==> config.mk <==
export PLATFORM = sky130hd
export DESIGN_NAME = fetch_unit_flat
export DESIGN_NICKNAME = d
export VERILOG_FILES = /design/src/rtl/fetch_unit_if.sv /design/src/rtl/fetch_unit.sv /design/src/flat_wrapper.sv
export SDC_FILE = /design/constraint.sdc
export NUM_CORES = 1
export LEC_CHECK = 0
export CAP_MARGIN = 20
export CORE_MARGIN = 2
export CORE_UTILIZATION = 41
export CTS_BUF_LIST = sky130_fd_sc_hd__clkbuf_4 sky130_fd_sc_hd__clkbuf_8
export CTS_CLUSTER_SIZE = 20
export DETAILED_ROUTE_END_ITERATION = 8
export PLACE_DENSITY = 0.82
export SETUP_SLACK_MARGIN = 0.4
export SLEW_MARGIN = 20
export SYNTH_ARGS = -nofsm -noshare
export SYNTH_HDL_FRONTEND = slang
export SYNTH_SLANG_ARGS = --single-unit
==> constraint.sdc <==
create_clock -name clk -period 2.2 [get_ports clk]
set_input_delay 0.44 -clock clk [delete_from_list [all_inputs] [get_ports clk]]
set_output_delay 0.44 -clock clk [all_outputs]
set_load 0.02 [all_outputs]
==> src/rtl/fetch_unit_if.sv <==
// Fetch-side bus bundle: PC loop, instruction memory read port, decode handshake and redirect.
// master = fetch_unit, slave = the surrounding pc_module / memory / decode environment.
interface fetch_unit_if #(
    parameter int WIDTH = 16
);
    logic [WIDTH-1:0] pc;
    logic [WIDTH-1:0] pcNext;
    logic             memReq;
    logic [WIDTH-1:0] memAddr;
    logic             memReady;
    logic [WIDTH-1:0] memData;
    logic [WIDTH-1:0] instr;
    logic [WIDTH-1:0] instrPc;
    logic             instrValid;
    logic             instrAccept;
    logic             redirect;
    logic [WIDTH-1:0] redirectTarget;

    modport master (
        input  pc,
        output pcNext,
        output memReq,
        output memAddr,
        input  memReady,
        input  memData,
        output instr,
        output instrPc,
        output instrValid,
        input  instrAccept,
        input  redirect,
        input  redirectTarget
    );

    modport slave (
        output pc,
        input  pcNext,
        input  memReq,
        input  memAddr,
        output memReady,
        output memData,
        input  instr,
        input  instrPc,
        input  instrValid,
        output instrAccept,
        output redirect,
        output redirectTarget
    );
endinterface

==> src/rtl/fetch_unit.sv <==
// Two-state fetch sequencer: FETCH issues a read at pc, HOLD presents the word to decode.
// pcNext is combinational and feeds an external PC register that loads every edge.
module fetch_unit #(
    parameter int               WIDTH        = 16,
    parameter logic [WIDTH-1:0] RESET_VECTOR = '0
) (
    input logic              clk,
    input logic              reset,
    fetch_unit_if.master     bus
);

    typedef enum logic [1:0] {
        ST_FETCH = 2'b01,
        ST_HOLD  = 2'b10
    } state_t;

    state_t           state_q, state_d;
    logic [WIDTH-1:0] instr_q, instr_d;
    logic [WIDTH-1:0] instr_pc_q, instr_pc_d;
    logic [WIDTH-1:0] pc_next;
    logic             mem_req;
    logic             instr_valid;

    always_comb begin
        state_d     = state_q;
        instr_d     = instr_q;
        instr_pc_d  = instr_pc_q;
        pc_next     = bus.pc;
        mem_req     = 1'b0;
        instr_valid = 1'b0;

        case (state_q)
            ST_FETCH: begin
                mem_req = 1'b1;
                if (bus.redirect) begin
                    pc_next = bus.redirectTarget;
                end else if (bus.memReady) begin
                    instr_d    = bus.memData;
                    instr_pc_d = bus.pc;
                    pc_next    = bus.pc + WIDTH'(1);
                    state_d    = ST_HOLD;
                end
            end
            ST_HOLD: begin
                instr_valid = 1'b1;
                // Redirect wins over accept: the held word is squashed, not delivered.
                if (bus.redirect) begin
                    pc_next = bus.redirectTarget;
                    state_d = ST_FETCH;
                end else if (bus.instrAccept) begin
                    state_d = ST_FETCH;
                end
            end
            default: begin
                state_d = ST_FETCH;
            end
        endcase

        if (reset) begin
            pc_next = RESET_VECTOR;
            mem_req = 1'b0;
        end
    end

    always_ff @(posedge clk) begin
        if (reset) begin
            state_q    <= ST_FETCH;
            instr_q    <= '0;
            instr_pc_q <= '0;
        end else begin
            state_q    <= state_d;
            instr_q    <= instr_d;
            instr_pc_q <= instr_pc_d;
        end
    end

    assign bus.pcNext     = pc_next;
    assign bus.memReq     = mem_req;
    assign bus.memAddr    = bus.pc;
    assign bus.instr      = instr_q;
    assign bus.instrPc    = instr_pc_q;
    assign bus.instrValid = instr_valid;

endmodule

==> src/flat_wrapper.sv <==
// flat-port wrapper written by rule: the top's interface ports become plain ports
module fetch_unit_flat 
#(
    parameter int               WIDTH        = 16,
    parameter logic [WIDTH-1:0] RESET_VECTOR = '0
)
  (clk, reset, bus_pc, bus_pcNext, bus_memReq, bus_memAddr, bus_memReady, bus_memData, bus_instr, bus_instrPc, bus_instrValid, bus_instrAccept, bus_redirect, bus_redirectTarget);
  fetch_unit_if #(.WIDTH(WIDTH)) bus_i ();
  input logic clk;
  input logic reset;
  input wire logic [$bits(bus_i.pc)-1:0] bus_pc;
  output wire logic [$bits(bus_i.pcNext)-1:0] bus_pcNext;
  output wire logic [$bits(bus_i.memReq)-1:0] bus_memReq;
  output wire logic [$bits(bus_i.memAddr)-1:0] bus_memAddr;
  input wire logic [$bits(bus_i.memReady)-1:0] bus_memReady;
  input wire logic [$bits(bus_i.memData)-1:0] bus_memData;
  output wire logic [$bits(bus_i.instr)-1:0] bus_instr;
  output wire logic [$bits(bus_i.instrPc)-1:0] bus_instrPc;
  output wire logic [$bits(bus_i.instrValid)-1:0] bus_instrValid;
  input wire logic [$bits(bus_i.instrAccept)-1:0] bus_instrAccept;
  input wire logic [$bits(bus_i.redirect)-1:0] bus_redirect;
  input wire logic [$bits(bus_i.redirectTarget)-1:0] bus_redirectTarget;
  assign bus_i.pc = bus_pc;
  assign bus_pcNext = bus_i.pcNext;
  assign bus_memReq = bus_i.memReq;
  assign bus_memAddr = bus_i.memAddr;
  assign bus_i.memReady = bus_memReady;
  assign bus_i.memData = bus_memData;
  assign bus_instr = bus_i.instr;
  assign bus_instrPc = bus_i.instrPc;
  assign bus_instrValid = bus_i.instrValid;
  assign bus_i.instrAccept = bus_instrAccept;
  assign bus_i.redirect = bus_redirect;
  assign bus_i.redirectTarget = bus_redirectTarget;
  fetch_unit #(.WIDTH(WIDTH), .RESET_VECTOR(RESET_VECTOR)) u_core (.clk(clk), .reset(reset), .bus(bus_i));
endmodule
==> results of run 1 <==
worst min path at each step:
stage                               startpoint              endpoint  slack [ps]
after global placement     u_core.bus.instr[9]   u_core.bus.instr[9]         440
final                     u_core.bus.instr[12]  u_core.bus.instr[12]         450
after global routing      u_core.bus.instr[12]  u_core.bus.instr[12]         470
after detailed placement  u_core.bus.instr[12]  u_core.bus.instr[12]         450
after CTS                 u_core.bus.instr[12]  u_core.bus.instr[12]         460
after floorplan              u_core.state_q[1]     u_core.state_q[1]         470
registers in the layout (all words and copies together) (netlist names):
signal,flops
u_core.state_q,2
u_core.bus.instrPc,16
u_core.bus.instr,16
through the flow:
step                cell area [um^2]    util
detailed placement              4100  0.7446
floorplan                       2599       -
CTS                             4427  0.8039
global placement                4100  0.7446
global route                    4653  0.8450
finish                          4656  0.8455
critical path: stages, from the launching register on:
cell     delay (ps)
dfxtp_2         340
inv_2            50
ha_4            160
or3b_4          430
nor4_4          390
o21ai_1         150
a21o_1          230
buf_6           140
final cells by class:
cell class / count / area (um^2) / share of cell area
Clock buffer: 6 / 82.58 / 0.01774
Sequential cell: 34 / 683.2 / 0.1467
Inverter: 9 / 48.80 / 0.01048
Antenna cell: 1 / 2.502 / 0.0005375
Timing Repair Buffer: 209 / 1897 / 0.4074
Clock inverter: 2 / 12.51 / 0.002687
Multi-Input combinational cell: 245 / 1839 / 0.3951
Tap cell: 72 / 90.09 / 0.01935
cells by family (layout without fill, tap and decap cells):
logic type / count (synthesis) / in the layout / share of synthesized area
adders and majority gates: 3 / 3 / 0.01602
and+or+nand+nor: 144 / 144 / 0.3113
muxes: 1 / 1 / 0.004271
buffers and inverters: 51 / 226 / 0.1180
DFF: 34 / 34 / 0.2904
xor gates and xnor gates: 1 / 1 / 0.003738
other: 0 / 1 / 0
AOI/OAI and AO/OA: 96 / 96 / 0.2563
synth_stat cells (all sizes together), types with 5 or more instances:
| master | instances |
|---|---|
| nand2 | 74 |
| clkbuf | 11 |
| nand3 | 10 |
| dfxtp | 34 |
| o22ai | 8 |
| a211oi | 6 |
| inv | 9 |
| nor4 | 7 |
| o21ai | 6 |
| o21a | 6 |
| o221ai | 7 |
| a21oi | 46 |
| nand4 | 7 |
| nor2b | 5 |
| nor2 | 11 |
| buf | 31 |
| nor3 | 10 |
power by group:
part	internal, mW	switching, mW	total, mW
combinational	0.539	0.581	1.12
sequential	0.648	0.0186	0.667
clock	0.252	0.249	0.500
total	1.44	0.848	2.29
timing repair:
item,CTS,global route
endpoints found under the setup margin,34,21
setup buffers,14,10
gates resized for setup,180,41
pin swaps,23,26
metal layers:
layer  up-vias  wire length, um  track usage
met5         -                0            0
met4         0              912       0.1828
met3       102              954      0.07353
met2       289             5869       0.5655
met1      1599             4249       0.3674
li1       1512                -            -
==> results by group, run 1 <==
Outcome
  • Status: finished with violations
  • Failing checks: negative setup slack

Global route
  • Gr usage total: 0.3265
  • Vias in the first global route: roughly 3200
  • Largest net degree at the start of global routing: 33
  • Antenna violations before repair: 0
  • Final global-route overflow total: 0
  • First-pass GRT wire length: roughly 16000 um

Floorplan
  • Die W: around 80 um
  • Area of the die: around 6300 um^2
  • Die Ht: 79.61 um
  • Ports: about 120
  • Num rows: 27
  • Initial Util: 0.4256
  • Core area: 5507 um^2

Placement
  • Final RePlAce weighted congestion: 0.9077
  • Placed Cells: around 550
  • Port buffer count: 118
  • Pre-CTS setup slack: -888.8 ps
  • Placed wire-length estimate: approximately 7000 um

Routing
  • Via count: between 3000 and 4000
  • Routed WL per cell: slightly above 20 um
  • Antenna viol nets, final: 0
  • Via density: a little over 6
  • Drc violations: 0
  • DRT iter0 DRCs: 325
  • Routed wire length: around 12000 um
  • First-pass DRT Iterations: 5

Logic synthesis
  • Mapped Area: between 2000 and 2500 um^2
  • Post-Syn Instances: 330
  • Synthesized flop and latch total: 34
  • Sequential share of the synthesized area: 0.2904
  • Distinct cell type count after synthesis: just over 50
  • YS warnings: 0
  • Post-synth EDFFs: 0
  • Synth top area cells: dfxtp_1 (29%), nand2_1 (12%), a21oi_1 (9.8%)
  • Mean Syn Cell Area: ~7.1 um^2
  • Ys async rst share: 0
  • Syn_nets: 386
  • Most used DFF post-synth: dfxtp_1
  • Share of the synthesized area in the top cell type: 0.2904
  • Synth area leader: dfxtp_1

Critical path
  • Peak fanout along the critical path: 5
  • R2R depth: 8
  • Worst Setup End Kind: output pin
  • Crit path to: bus_pcNext[8]
  • Kind of critical path: flop to output pin
  • Worst Path Required: 1760 ps
  • Critical Path Start: u_core.state_q[0]
  • RR Startpoint: u_core.state_q[0]
  • Reg-to-reg critical path endpoint: u_core.bus.instrPc[12]
  • Setup crit start kind: flop
  • Worst Path Arrival: 2180 ps
  • Reg2Reg Setup Slack: 580 ps

Timing
  • Tmin final: approximately 2600 ps
  • Final setup viols: 16
  • Hold slack final: ~450 ps
  • Period utilisation layout: 1.193
  • Fin Setup TNS: -3610 ps
  • Setup WS post-layout: -424.1 ps
  • Max-slew headroom: 0.7418
  • Tightest Pin Transition: roughly 380 ps
  • Worst-case clock skew: approximately 8.0 ps
  • Hold Vio Cnt, Final: 0
  • RSZ-0062 raised after global routing: true
  • Max-slew violation count: 0
  • Max Clock Freq: ~380 MHz

Layout
  • Area Overhead vs Synth: 98.67%
  • Most common cell after layout, fill and taps aside: buf_4
  • Fraction of layout instances using a drive strength above 1: 0.3941
  • Post-layout net count: 560
  • Fin cells: 578
  • Layout fillers: just under 300
  • Most frequent cells in the layout: buf_4 (80), nand2_1 (71), clkdlybuf4s50_1 (68)

Flow run
  • Max-capacitance violation count: 0

Clock tree
  • Clock Latency Late Sink: approximately 290 ps
  • CTS tree: yes
  • H-tree level count: 2
  • Cts hold-fix bufs: 0
  • CTS max path bufs: 2
  • Number of CTS-inserted buffers: 5
  • Reg clk slew, reported paths: roughly 80 ps
  • Root buf cell: clkbuf_8
  • CTS sink cnt: 34

Power and ir drop
  • Leakage: between 1.5 and 2 nW
  • Power Dens Cells: 491.3 nW/um^2
  • Max VDD drop: 0.5311 mV
  • Power Total: between 2 and 2.5 mW

Hold path
  • Worst hold path depth: 2
  • Hold Path Class: flop to flop
No activity file was read; power rests on OpenSTA's default activity.
==> run 2: changes to the inputs <==
--- a/config.mk
+++ b/config.mk
@@ -11,7 +11,7 @@
 export CTS_BUF_LIST = sky130_fd_sc_hd__clkbuf_4 sky130_fd_sc_hd__clkbuf_8
 export CTS_CLUSTER_SIZE = 20
 export DETAILED_ROUTE_END_ITERATION = 8
-export PLACE_DENSITY = 0.82
+export PLACE_DENSITY_LB_ADDON = 0.3
 export SETUP_SLACK_MARGIN = 0.4
 export SLEW_MARGIN = 20
 export SYNTH_ARGS = -nofsm -noshare
==> run 2 against run 1 <==
Net effect: the run still ends with negative setup slack left; first-iteration DRC count increased by 3.4%; clock skew decreased by 4.2 ps; sequential share of layout area increased by 0.091 points; critical path depth unchanged; power decreased by 5.4%; die area unchanged; combinational power decreased by 7%; wire length decreased by 10%; clock-buffer cell count unchanged; sequential power about the same; via count decreased by 3.5%; clock power decreased by 9.4%.
==> results by group, run 2 (same netlist as run 1, synthesis figures left out) <==
Outcome
  • Status: finished with violations
  • Failing checks: negative setup slack

Clock tree
  • CTS tree: yes
  • Clock Latency Late Sink: 290 ps (about the same)
  • CTS max path bufs: 2 (unchanged)
  • Reg clk slew, reported paths: 60 ps (-20 ps)
  • Root buf cell: clkbuf_8
  • CTS sink cnt: 34 (unchanged)
  • Number of CTS-inserted buffers: 5 (unchanged)
  • H-tree level count: 2 (unchanged)
  • Cts hold-fix bufs: 0 (unchanged)

Power and ir drop
  • Power Total: 2.163 mW (-5.4%)
  • Net Sw Power: 771.0 uW (-9.1%)
  • Leakage: 1.876 nW (-0.92%)
  • Clock group share of total power: 0.209 (-0.010)
  • Switch share: 0.3565 (-0.01438)
  • Sequential share of power: 0.308 (+0.017)
  • Power Dens Cells: 467.5 nW/um^2 (-4.9%)
  • Cell Int Power: 1.392 mW (-3.3%)
  • Max VDD drop: 0.4550 mV (-14%)
  • Combinational fraction of design power: 0.482 (-0.008)

Floorplan
  • Ports: 119 (unchanged)
  • Num rows: 27 (unchanged)
  • Initial Util: 0.4256 (unchanged)
  • Area of the die: 6337 um^2 (unchanged)
  • Core area: 5507 um^2 (unchanged)
  • Die Ht: 79.61 um (unchanged)
  • Die W: 79.61 um (unchanged)

Critical path
  • Crit path to: bus_pcNext[12]
  • Worst Setup End Kind: output pin
  • Kind of critical path: flop to output pin
  • Reg2Reg Setup Slack: 480 ps (-100 ps)
  • Setup crit start kind: flop
  • R2R depth: 11 (+3)
  • RR Startpoint: u_core.state_q[0]
  • Worst Path Required: 1760 ps (about the same)
  • Critical Path Start: u_core.state_q[0]
  • Reg-to-reg critical path endpoint: u_core.state_q[1]
  • Worst Path Arrival: 2170 ps (about the same)
  • Peak fanout along the critical path: 4 (-1)

Timing
  • Fin Setup TNS: -3552 ps (+58.31 ps)
  • Tightest Pin Transition: 384.7 ps (+0.8379 ps)
  • Max-slew violation count: 0 (unchanged)
  • Hold Vio Cnt, Final: 0 (unchanged)
  • Max-slew headroom: 0.7416 (about the same)
  • Max Clock Freq: 382.5 MHz (+0.36%)
  • Setup WS post-layout: -414.6 ps (+9.487 ps)
  • Period utilisation layout: 1.188 (-0.004312)
  • RSZ-0062 raised after global routing: true
  • Final setup viols: 16 (unchanged)
  • Worst-case clock skew: 3.788 ps (-4.235 ps)
  • Tmin final: 2615 ps (-9.487 ps)

Routing
  • Met3 Wirelength: 759 um (-20%)
  • Antenna viol nets, final: 0 (unchanged)
  • Drc violations: 0 (unchanged)
  • Routed WL per cell: 18.81 um (-9.3%)
  • M1 wire length: 3990 um (-6.1%)
  • Routed wire length: 10740 um (-10%)
  • Met2 wire length: 5457 um (-7.0%)
  • DRT iter0 DRCs: 336 (+3.4%)
  • Via density: 5.921 (-2.3%)
  • Via count: 3381 (-3.5%)
  • Max layer used: met4
  • First-pass DRT Iterations: 5 (unchanged)

Layout
  • Fin cells: 571 (-1.2%)
  • Most common cell after layout, fill and taps aside: buf_4
  • Antenna cells: 0 (-1)
  • Fraction of layout instances using a drive strength above 1: 0.3848 (-0.009290)
  • Area Overhead vs Synth: 97.44%
  • Most frequent cells in the layout: buf_4 (72), nand2_1 (71), clkdlybuf4s50_1 (70)
  • Post-layout net count: 556 (-0.71%)
  • Layout fillers: 317 (+7.1%)
  • FF/Latch Area: 683.2 um^2 (unchanged)
  • Area of the multi-input gates: 1818 um^2 (-1.2%)

Placement
  • Final RePlAce weighted congestion: 0.9510 (+4.8%)
  • Port buffer count: 118 (unchanged)
  • Placed wire-length estimate: 7023 um (+0.68%)
  • Placed Cells: 548 (+0.55%)

Global route
  • First-pass GRT wire length: 15490 um (-2.2%)
  • Gr usage total: 0.3125 (-0.01401)
  • Antenna violations before repair: 0 (unchanged)
  • Final global-route overflow total: 0 (unchanged)
  • Vias in the first global route: 3226 (+0.47%)
  • Largest net degree at the start of global routing: 33 (unchanged)

Flow run
  • Max-capacitance violation count: 0 (unchanged)

Hold path
  • Hold Path Class: flop to flop
[run 2: through the flow]
step                        util  worst slack (ps)  area [um^2]  hold slack [ps]
after global placement    0.7487            -818.6         4123            441.2
final                     0.8403            -414.6         4627            451.1
after global routing      0.8403            -496.3         4627            467.1
after CTS                 0.8194            -352.6         4512            454.3
after floorplan                -             203.8         2599            474.9
after detailed placement  0.7487            -855.7         4123            446.9
[run 2: worst min-delay path by stage]
stage	from	to	slack [ps]	cells after the start
floorplan	u_core.state_q[1]	u_core.state_q[1]	470	1
global placement	u_core.bus.instr[7]	u_core.bus.instr[7]	440	2
detailed placement	u_core.bus.instr[2]	u_core.bus.instr[2]	450	2
CTS	u_core.bus.instr[7]	u_core.bus.instr[7]	450	2
global route	u_core.bus.instr[2]	u_core.bus.instr[2]	470	2
finish	u_core.bus.instr[2]	u_core.bus.instr[2]	450	2
[run 2: metal layers]
| metal | global-route usage | up-vias |
|---|---|---|
| li1 | - | 1503 |
| met1 | 0.3565 | 1619 |
| met2 | 0.5613 | 200 |
| met3 | 0.06109 | 59 |
| met4 | 0.1362 | 0 |
| met5 | 0 | - |
[run 2: final cells by class]
cell class | count | area share
multi-input combinational | 245 | 0.3929
timing repair buffer | 205 | 0.4127
inverter | 9 | 0.009465
tap | 72 | 0.01947
sequential | 34 | 0.1476
clock buffer | 6 | 0.01785
[run 2: repair_timing]
action	in CTS	in global routing
resized for setup	200	23
endpoints found under the setup margin	37	21
buffers inserted	12	5
pin swaps	26	20
[run 2: power by group through the flow]
stage | clock (mW) | combinational, mW | sequential, mW
3_3_place_gp | 0 | 0.893 | 0.677
4_1_cts | 0.459 | 0.979 | 0.666
3_5_place_dp | 0 | 0.908 | 0.680
5_1_grt | 0.486 | 1.09 | 0.670
2_1_floorplan | 0 | 0.441 | 0.714
6_report | 0.453 | 1.04 | 0.667
[run 2: critical path, cell delays in order (launching register included)]
cell     delay [ps]
dfxtp_2         330
inv_2            50
ha_4            150
or3b_4          420
nor4_4          420
a21oi_1         170
o22a_2          210
buf_6           130
==> run 3: changes to the inputs <==
--- a/config.mk
+++ b/config.mk
@@ -13,7 +13,6 @@
 export DETAILED_ROUTE_END_ITERATION = 8
 export PLACE_DENSITY_LB_ADDON = 0.3
 export SETUP_SLACK_MARGIN = 0.4
-export SLEW_MARGIN = 20
 export SYNTH_ARGS = -nofsm -noshare
 export SYNTH_HDL_FRONTEND = slang
 export SYNTH_SLANG_ARGS = --single-unit
==> results of run 3 <==
No change in the layout: final DEF, timing and power equal those of run 2.
